<file path="src/rtl/aes_key_sched_ctrl_if.sv">
// Request and round-key stream signals between the AES-128 key-schedule controller,
// its requester and the cipher core.
interface aes_key_sched_ctrl_if #(
    parameter int KEY_W = 128
);
    logic             start;
    logic [KEY_W-1:0] key_in;
    logic             dir;
    logic             reuse;
    logic             rk_valid;
    logic             rk_ready;
    logic [KEY_W-1:0] rk_data;
    logic [3:0]       rk_idx;
    logic             rk_last;
    logic             busy;
    logic             cache_valid;

    modport master (
        output start, key_in, dir, reuse, rk_ready,
        input  rk_valid, rk_data, rk_idx, rk_last, busy, cache_valid
    );

    modport slave (
        input  start, key_in, dir, reuse, rk_ready,
        output rk_valid, rk_data, rk_idx, rk_last, busy, cache_valid
    );
endinterface

</file>
<file path="src/rtl/aes_key_sched_ctrl.sv">
// Sequential AES-128 key schedule: expands one round key per cycle into a cache,
// then streams round keys 0..10 (encrypt) or 10..0 (decrypt) over valid/ready.
module aes_key_sched_ctrl #(
    parameter int NUM_ROUNDS = 10,
    parameter int KEY_W      = 128
) (
    input  logic                 clk,
    input  logic                 reset_n,
    aes_key_sched_ctrl_if.slave  bus
);
    localparam logic [3:0] LAST_IDX = 4'(NUM_ROUNDS);

    localparam logic [0:255][7:0] SBOX = {
        128'h637c777bf26b6fc53001672bfed7ab76, 128'hca82c97dfa5947f0add4a2af9ca472c0,
        128'hb7fd9326363ff7cc34a5e5f171d83115, 128'h04c723c31896059a071280e2eb27b275,
        128'h09832c1a1b6e5aa0523bd6b329e32f84, 128'h53d100ed20fcb15b6acbbe394a4c58cf,
        128'hd0efaafb434d338545f9027f503c9fa8, 128'h51a3408f929d38f5bcb6da2110fff3d2,
        128'hcd0c13ec5f974417c4a77e3d645d1973, 128'h60814fdc222a908846eeb814de5e0bdb,
        128'he0323a0a4906245cc2d3ac629195e479, 128'he7c8376d8dd54ea96c56f4ea657aae08,
        128'hba78252e1ca6b4c6e8dd741f4bbd8b8a, 128'h703eb5664803f60e613557b986c11d9e,
        128'he1f8981169d98e949b1e87e9ce5528df, 128'h8ca1890dbfe6426841992d0fb054bb16
    };

    localparam logic [0:15][7:0] RCON = {
        8'h00, 8'h01, 8'h02, 8'h04, 8'h08, 8'h10, 8'h20, 8'h40,
        8'h80, 8'h1b, 8'h36, 8'h00, 8'h00, 8'h00, 8'h00, 8'h00
    };

    function automatic logic [31:0] sub_word(input logic [31:0] w);
        return {SBOX[w[31:24]], SBOX[w[23:16]], SBOX[w[15:8]], SBOX[w[7:0]]};
    endfunction

    function automatic logic [127:0] next_key(input logic [127:0] k, input logic [3:0] round);
        logic [31:0] w0, w1, w2, w3, t;
        w0 = k[127:96];
        w1 = k[95:64];
        w2 = k[63:32];
        w3 = k[31:0];
        t  = sub_word({w3[23:0], w3[31:24]}) ^ {RCON[round], 24'h000000};
        w0 = w0 ^ t;
        w1 = w1 ^ w0;
        w2 = w2 ^ w1;
        w3 = w3 ^ w2;
        return {w0, w1, w2, w3};
    endfunction

    typedef enum logic [1:0] {IDLE, EXPAND, STREAM} state_e;

    state_e           state_q, state_d;
    logic [3:0]       step_q, step_d;
    logic [3:0]       ptr_q, ptr_d;
    logic             dir_q, dir_d;
    logic             cache_valid_q, cache_valid_d;
    logic [KEY_W-1:0] rk_mem_q [NUM_ROUNDS+1];

    logic             mem_we;
    logic [3:0]       mem_addr;
    logic [KEY_W-1:0] mem_wdata;
    logic [KEY_W-1:0] prev_key;
    logic             rk_valid;
    logic             rk_last;

    assign rk_valid = (state_q == STREAM);
    assign rk_last  = rk_valid && (ptr_q == (dir_q ? 4'd0 : LAST_IDX));
    assign prev_key = rk_mem_q[step_q - 4'd1];

    always_comb begin
        // NOTE: every comb output gets a default first so no path leaves it unassigned (no latch).
        state_d       = state_q;
        step_d        = step_q;
        ptr_d         = ptr_q;
        dir_d         = dir_q;
        cache_valid_d = cache_valid_q;
        mem_we        = 1'b0;
        mem_addr      = step_q;
        mem_wdata     = next_key(prev_key, step_q);

        unique case (state_q)
            IDLE: begin
                if (bus.start) begin
                    dir_d = bus.dir;
                    if (bus.reuse && cache_valid_q) begin
                        ptr_d   = bus.dir ? LAST_IDX : 4'd0;
                        state_d = STREAM;
                    end else begin
                        mem_we        = 1'b1;
                        mem_addr      = 4'd0;
                        mem_wdata     = bus.key_in;
                        cache_valid_d = 1'b0;
                        step_d        = 4'd1;
                        state_d       = EXPAND;
                    end
                end
            end
            EXPAND: begin
                mem_we = 1'b1;
                step_d = step_q + 4'd1;
                if (step_q == LAST_IDX) begin
                    cache_valid_d = 1'b1;
                    step_d        = 4'd0;
                    ptr_d         = dir_q ? LAST_IDX : 4'd0;
                    state_d       = STREAM;
                end
            end
            STREAM: begin
                // The pointer is frozen on the final beat so it never leaves 0..10.
                if (bus.rk_ready) begin
                    if (rk_last) state_d = IDLE;
                    else         ptr_d   = dir_q ? (ptr_q - 4'd1) : (ptr_q + 4'd1);
                end
            end
            default: state_d = IDLE;
        endcase
    end

    // NOTE: sequential state uses non-blocking assignments so all registers update together.
    always_ff @(posedge clk or negedge reset_n) begin
        if (!reset_n) begin
            state_q       <= IDLE;
            step_q        <= 4'd0;
            ptr_q         <= 4'd0;
            dir_q         <= 1'b0;
            cache_valid_q <= 1'b0;
        end else begin
            state_q       <= state_d;
            step_q        <= step_d;
            ptr_q         <= ptr_d;
            dir_q         <= dir_d;
            cache_valid_q <= cache_valid_d;
        end
    end

    // NOTE: the key cache has no reset; cache_valid alone says whether its contents mean anything.
    always_ff @(posedge clk) begin
        if (mem_we) rk_mem_q[mem_addr] <= mem_wdata;
    end

    assign bus.rk_valid    = rk_valid;
    assign bus.rk_data     = rk_valid ? rk_mem_q[ptr_q] : '0;
    assign bus.rk_idx      = rk_valid ? ptr_q : 4'd0;
    assign bus.rk_last     = rk_last;
    assign bus.busy        = (state_q != IDLE);
    assign bus.cache_valid = cache_valid_q;
endmodule
</file>
<file path="src/flat_wrapper.sv">
// flat-port wrapper written by rule: the top's interface ports become plain ports
module aes_key_sched_ctrl_flat 
#(
    parameter int NUM_ROUNDS = 10,
    parameter int KEY_W      = 128
)
  (clk, reset_n, bus_start, bus_key_in, bus_dir, bus_reuse, bus_rk_ready, bus_rk_valid, bus_rk_data, bus_rk_idx, bus_rk_last, bus_busy, bus_cache_valid);
  aes_key_sched_ctrl_if #(.KEY_W(KEY_W)) bus_i ();
  input  logic clk;
  input  logic reset_n;
  input wire logic [$bits(bus_i.start)-1:0] bus_start;
  input wire logic [$bits(bus_i.key_in)-1:0] bus_key_in;
  input wire logic [$bits(bus_i.dir)-1:0] bus_dir;
  input wire logic [$bits(bus_i.reuse)-1:0] bus_reuse;
  input wire logic [$bits(bus_i.rk_ready)-1:0] bus_rk_ready;
  output wire logic [$bits(bus_i.rk_valid)-1:0] bus_rk_valid;
  output wire logic [$bits(bus_i.rk_data)-1:0] bus_rk_data;
  output wire logic [$bits(bus_i.rk_idx)-1:0] bus_rk_idx;
  output wire logic [$bits(bus_i.rk_last)-1:0] bus_rk_last;
  output wire logic [$bits(bus_i.busy)-1:0] bus_busy;
  output wire logic [$bits(bus_i.cache_valid)-1:0] bus_cache_valid;
  assign bus_i.start = bus_start;
  assign bus_i.key_in = bus_key_in;
  assign bus_i.dir = bus_dir;
  assign bus_i.reuse = bus_reuse;
  assign bus_i.rk_ready = bus_rk_ready;
  assign bus_rk_valid = bus_i.rk_valid;
  assign bus_rk_data = bus_i.rk_data;
  assign bus_rk_idx = bus_i.rk_idx;
  assign bus_rk_last = bus_i.rk_last;
  assign bus_busy = bus_i.busy;
  assign bus_cache_valid = bus_i.cache_valid;
  aes_key_sched_ctrl #(.NUM_ROUNDS(NUM_ROUNDS), .KEY_W(KEY_W)) u_core (.clk(clk), .reset_n(reset_n), .bus(bus_i));
endmodule
</file>
<file path="config.mk">
export PLATFORM = sky130hd
export DESIGN_NAME = aes_key_sched_ctrl_flat
export DESIGN_NICKNAME = d
export VERILOG_FILES = /design/src/rtl/aes_key_sched_ctrl_if.sv /design/src/rtl/aes_key_sched_ctrl.sv /design/src/flat_wrapper.sv
export SDC_FILE = /design/constraint.sdc
export NUM_CORES = 2
export LEC_CHECK = 0
export ABC_AREA = 1
export BUFFER_PORTS_ARGS = -buffer_cell sky130_fd_sc_hd__buf_2
export CELL_PAD_IN_SITES_DETAIL_PLACEMENT = 1
export CELL_PAD_IN_SITES_GLOBAL_PLACEMENT = 1
export CORE_ASPECT_RATIO = 0.7
export CORE_MARGIN = 2
export CORE_UTILIZATION = 44
export DETAILED_ROUTE_END_ITERATION = 8
export HOLD_SLACK_MARGIN = 0.03
export PLACE_DENSITY_LB_ADDON = 0.1
export REMOVE_ABC_BUFFERS = 1
export SLEW_MARGIN = 0
export SYNTH_ARGS = -nofsm -noshare
export SYNTH_HDL_FRONTEND = slang
export SYNTH_SLANG_ARGS = --single-unit
</file>
<file path="constraint.sdc">
create_clock -name clk -period 10.4 [get_ports clk]
set_clock_uncertainty 0.2 [all_clocks]
set_input_delay 1.04 -clock clk [delete_from_list [all_inputs] [get_ports clk]]
set_output_delay 1.04 -clock clk [all_outputs]
set_load 0.02 [all_outputs]
</file>
==> run summary <==
status: completed
GP Congestion: 0.978
num ports: 270
Crit Path Category: reg -> reg
RSZ-0062 raised after global routing: no
synthesized area: 0.0846 mm^2
initial core utilization: 0.443
post-CTS setup buffers: 0
CTS clk-pin slew, worst paths: 0.06 ns
final setup vio count: 0
CTS Buffer Depth: 4
die area: 0.196 mm^2
# Max-Cap Violations: 0
DRC violations left: 0
fin util: 0.479
share of layout cells above drive strength 1: 0.0744
FFs w/ async S/R, synth: 0.00845
met2 Use GR: 0.583
final wirelength: 379000 um
Netlist cell types: 44
Layout Cells excl Fill: 12600
Worst EP arrival: 8.56 ns
synth top area cells: edfxtp_1 (50%), nand3_1 (12%), nand2_1 (8.8%), o21ai_0 (6.6%), a21oi_1 (5.6%)
minimum clock period: 8.31 ns
Crit Path Max Fanout: 93
fin nets: 10200
total CTS buffers: 158
die extent in y: 371 um
total congestion overflow: 0
Post-synth EDFFs: 1408
most common flop cell mapped by yosys: edfxtp_1
clock root buffer: clkbuf_16
Fmax: 120 MHz
Synth Register Bits: 1420
overall routing resource usage: 0.376
htree depth: 4
synth-to-layout area growth: 8.12%
Synth top area share: 0.500
Row Count: 134
DR WL/cell: 30.1 um
Worst EP required: 10.66 ns
Clk Latency, worst-skew pair: 0.85 ns
Mapped Cells: 10200
core box area: 0.191 mm^2
Mean Syn Cell Area: 8.30 um^2
smallest hold slack: 0.344 ns
First-pass DRT Iterations: 8
largest net degree at the start of global routing: 215
met3 usage: 0.0627
Die Wd: 528 um
post-synth top area cell: edfxtp_1
Routed Antenna Nets: 0
max-slew violations: 0
Final Hold Vio Count: 0
number of vias per cell: 6.54
vias in the first global route: 82200
IO buf count: 269
CP startpoint: u_core.step_q[0]
Placed Cells: 12300
reg-to-reg startpoint: u_core.step_q[0]
crit path launch type: flip-flop
gr busiest metal: met2
Worst Tran Pin Value: 1.39 ns
GRT met1 Usage: 0.534
initial antenna violation count: 13
number of DRC markers in iteration 0: 10600
period utilization: 0.799
first-pass GRT wire length: 552000 um
worst hold start: u_core.state_q[0]
register area share after synthesis: 0.503
CTS resizes: 0
DR vias: 82400
Ys Warns: 0
clk sinks: 1420
Hold Path Class: reg -> reg
CTS tree: yes
CP endpoint kind: flip-flop
final setup TNS: 0 ns
post-DP HPWL: 229000 um
Rel. slew slack: 0.0638
[cell families (layout without fill, tap and decap cells)]
kind of cell	Yosys count	after routing	synth area share
buffers and inverters	1555	1446	0.0791
xor gates and xnor gates	13	13	0.00152
other	0	1	0
DFF	1420	1420	0.503
and+or+nand+nor	4488	4488	0.233
AOI/OAI and AO/OA	2645	2645	0.173
adders and majority gates	67	67	0.0100
[placed cells by master, fill, tap and decap left out, drive strengths merged, types with 2 or more instances in the layout]
cell type     n
o211ai      485
a22oi         2
a21oi       951
a211oi        2
clkinvlp      4
nand3      1986
o21ai      1144
nor2b         7
o221ai       30
edfxtp     1408
dfrtp        12
nand3b       16
or2           2
nor2        425
xnor2         4
buf         423
a31oi         9
bufinv        4
xor2          9
ha           66
nand2      2021
nand4        30
inv         757
o22ai        20
clkbuf      206
clkinv       51
[layer usage]
metal | wire length, um | share of wire | up-vias
met2 | 169000 | 0.44 | 4577
met3 | 36400 | 0.096 | 779
met4 | 12700 | 0.033 | 8
met5 | 46 | 0.00012 | -
met1 | 162000 | 0.43 | 41500
li1 | - | - | 35600
[flip-flops by register name, summed over array words and instances (netlist names)]
register,count
u_core.dir_q,1
u_core.state_q,2
u_core.rk_mem_q,1408
u_core.ptr_q,4
u_core.bus.cache_valid,1
u_core.step_q,4
[cells in the mapped netlist (2+ instances only)]
master / number
o22ai_1: 20
o211ai_1: 483
clkinv_1: 5
o21ai_0: 1121
dfrtp_1: 12
a21oi_1: 950
buf_2: 279
nor2_1: 417
nand2_4: 7
ha_1: 66
xnor2_1: 3
a22oi_1: 2
nand3_4: 2
xor2_1: 8
o221ai_1: 30
inv_1: 714
buf_4: 86
nand3_2: 8
a211oi_1: 2
nand2_2: 40
edfxtp_1: 1408
nand3b_1: 16
o21ai_1: 23
nor2_2: 8
nand2_1: 1974
nand4_1: 30
buf_1: 72
inv_2: 35
buf_6: 24
clkbuf_1: 339
a31oi_1: 9
nand3_1: 1976
o211ai_2: 2
nor2b_1: 7
[area by class of cell]
cell class	instances	area (um^2)
Multi-Input combinational cell	7213	35500
Clock buffer	206	4180
Sequential cell	1420	42600
Clock inverter	61	437
Fill cell	22600	99300
Timing Repair Buffer	424	2740
Antenna cell	1	2.50
Inverter	755	2890
Tap cell	2516	3150
[what timing repair did]
item                                   CTS  global route
setup endpoints to repair                0             0
hold buffers                             1             0
endpoints found under the hold margin   12             0
[metrics by stage]
stage / area [um^2] / setup slack [ns]
floorplan: 80700 / -30.74
global placement: 86900 / 2.69
detailed placement: 86900 / 2.54
CTS: 91500 / 2.52
global route: 91500 / 1.88
finish: 91500 / 2.09
[worst paths after layout]
| path | to | slack (ns) | cells past startpoint |
|---|---|---|---|
| max | u_core.rk_mem_q[6][112] | 2.09 | 20 |
| min | u_core.state_q[0] | 0.34 | 2 |
| max reg2reg | u_core.rk_mem_q[6][112] | 2.09 | 20 |
| min reg2reg | u_core.state_q[0] | 0.34 | 2 |
| max in group asynchronous | u_core.ptr_q[2] | 9.11 | 2 |
| min in group asynchronous | u_core.step_q[0] | 0.52 | 2 |
[worst max-delay path, cell delays in order, from the launching register on]
cell      delay, ns
dfrtp_4        0.66
inv_8          0.47
ha_4           0.49
inv_8          0.65
buf_12         0.43
o211ai_1       0.19
nand3_1        0.12
nand3_1        0.12
nand2_4        0.28
inv_2          0.16
ha_1           0.50
inv_1          0.11
nand3_1        0.49
nand2_1        0.19
a31oi_1        0.20
nand2_1        0.16
nand3_1        0.10
nand3_1        0.45
nand3_1        0.34
nand2_1        0.10
o21ai_0        0.94
Power is not shown: default switching activity piles up to over one toggle a cycle in this logic, so the estimate is an artifact.
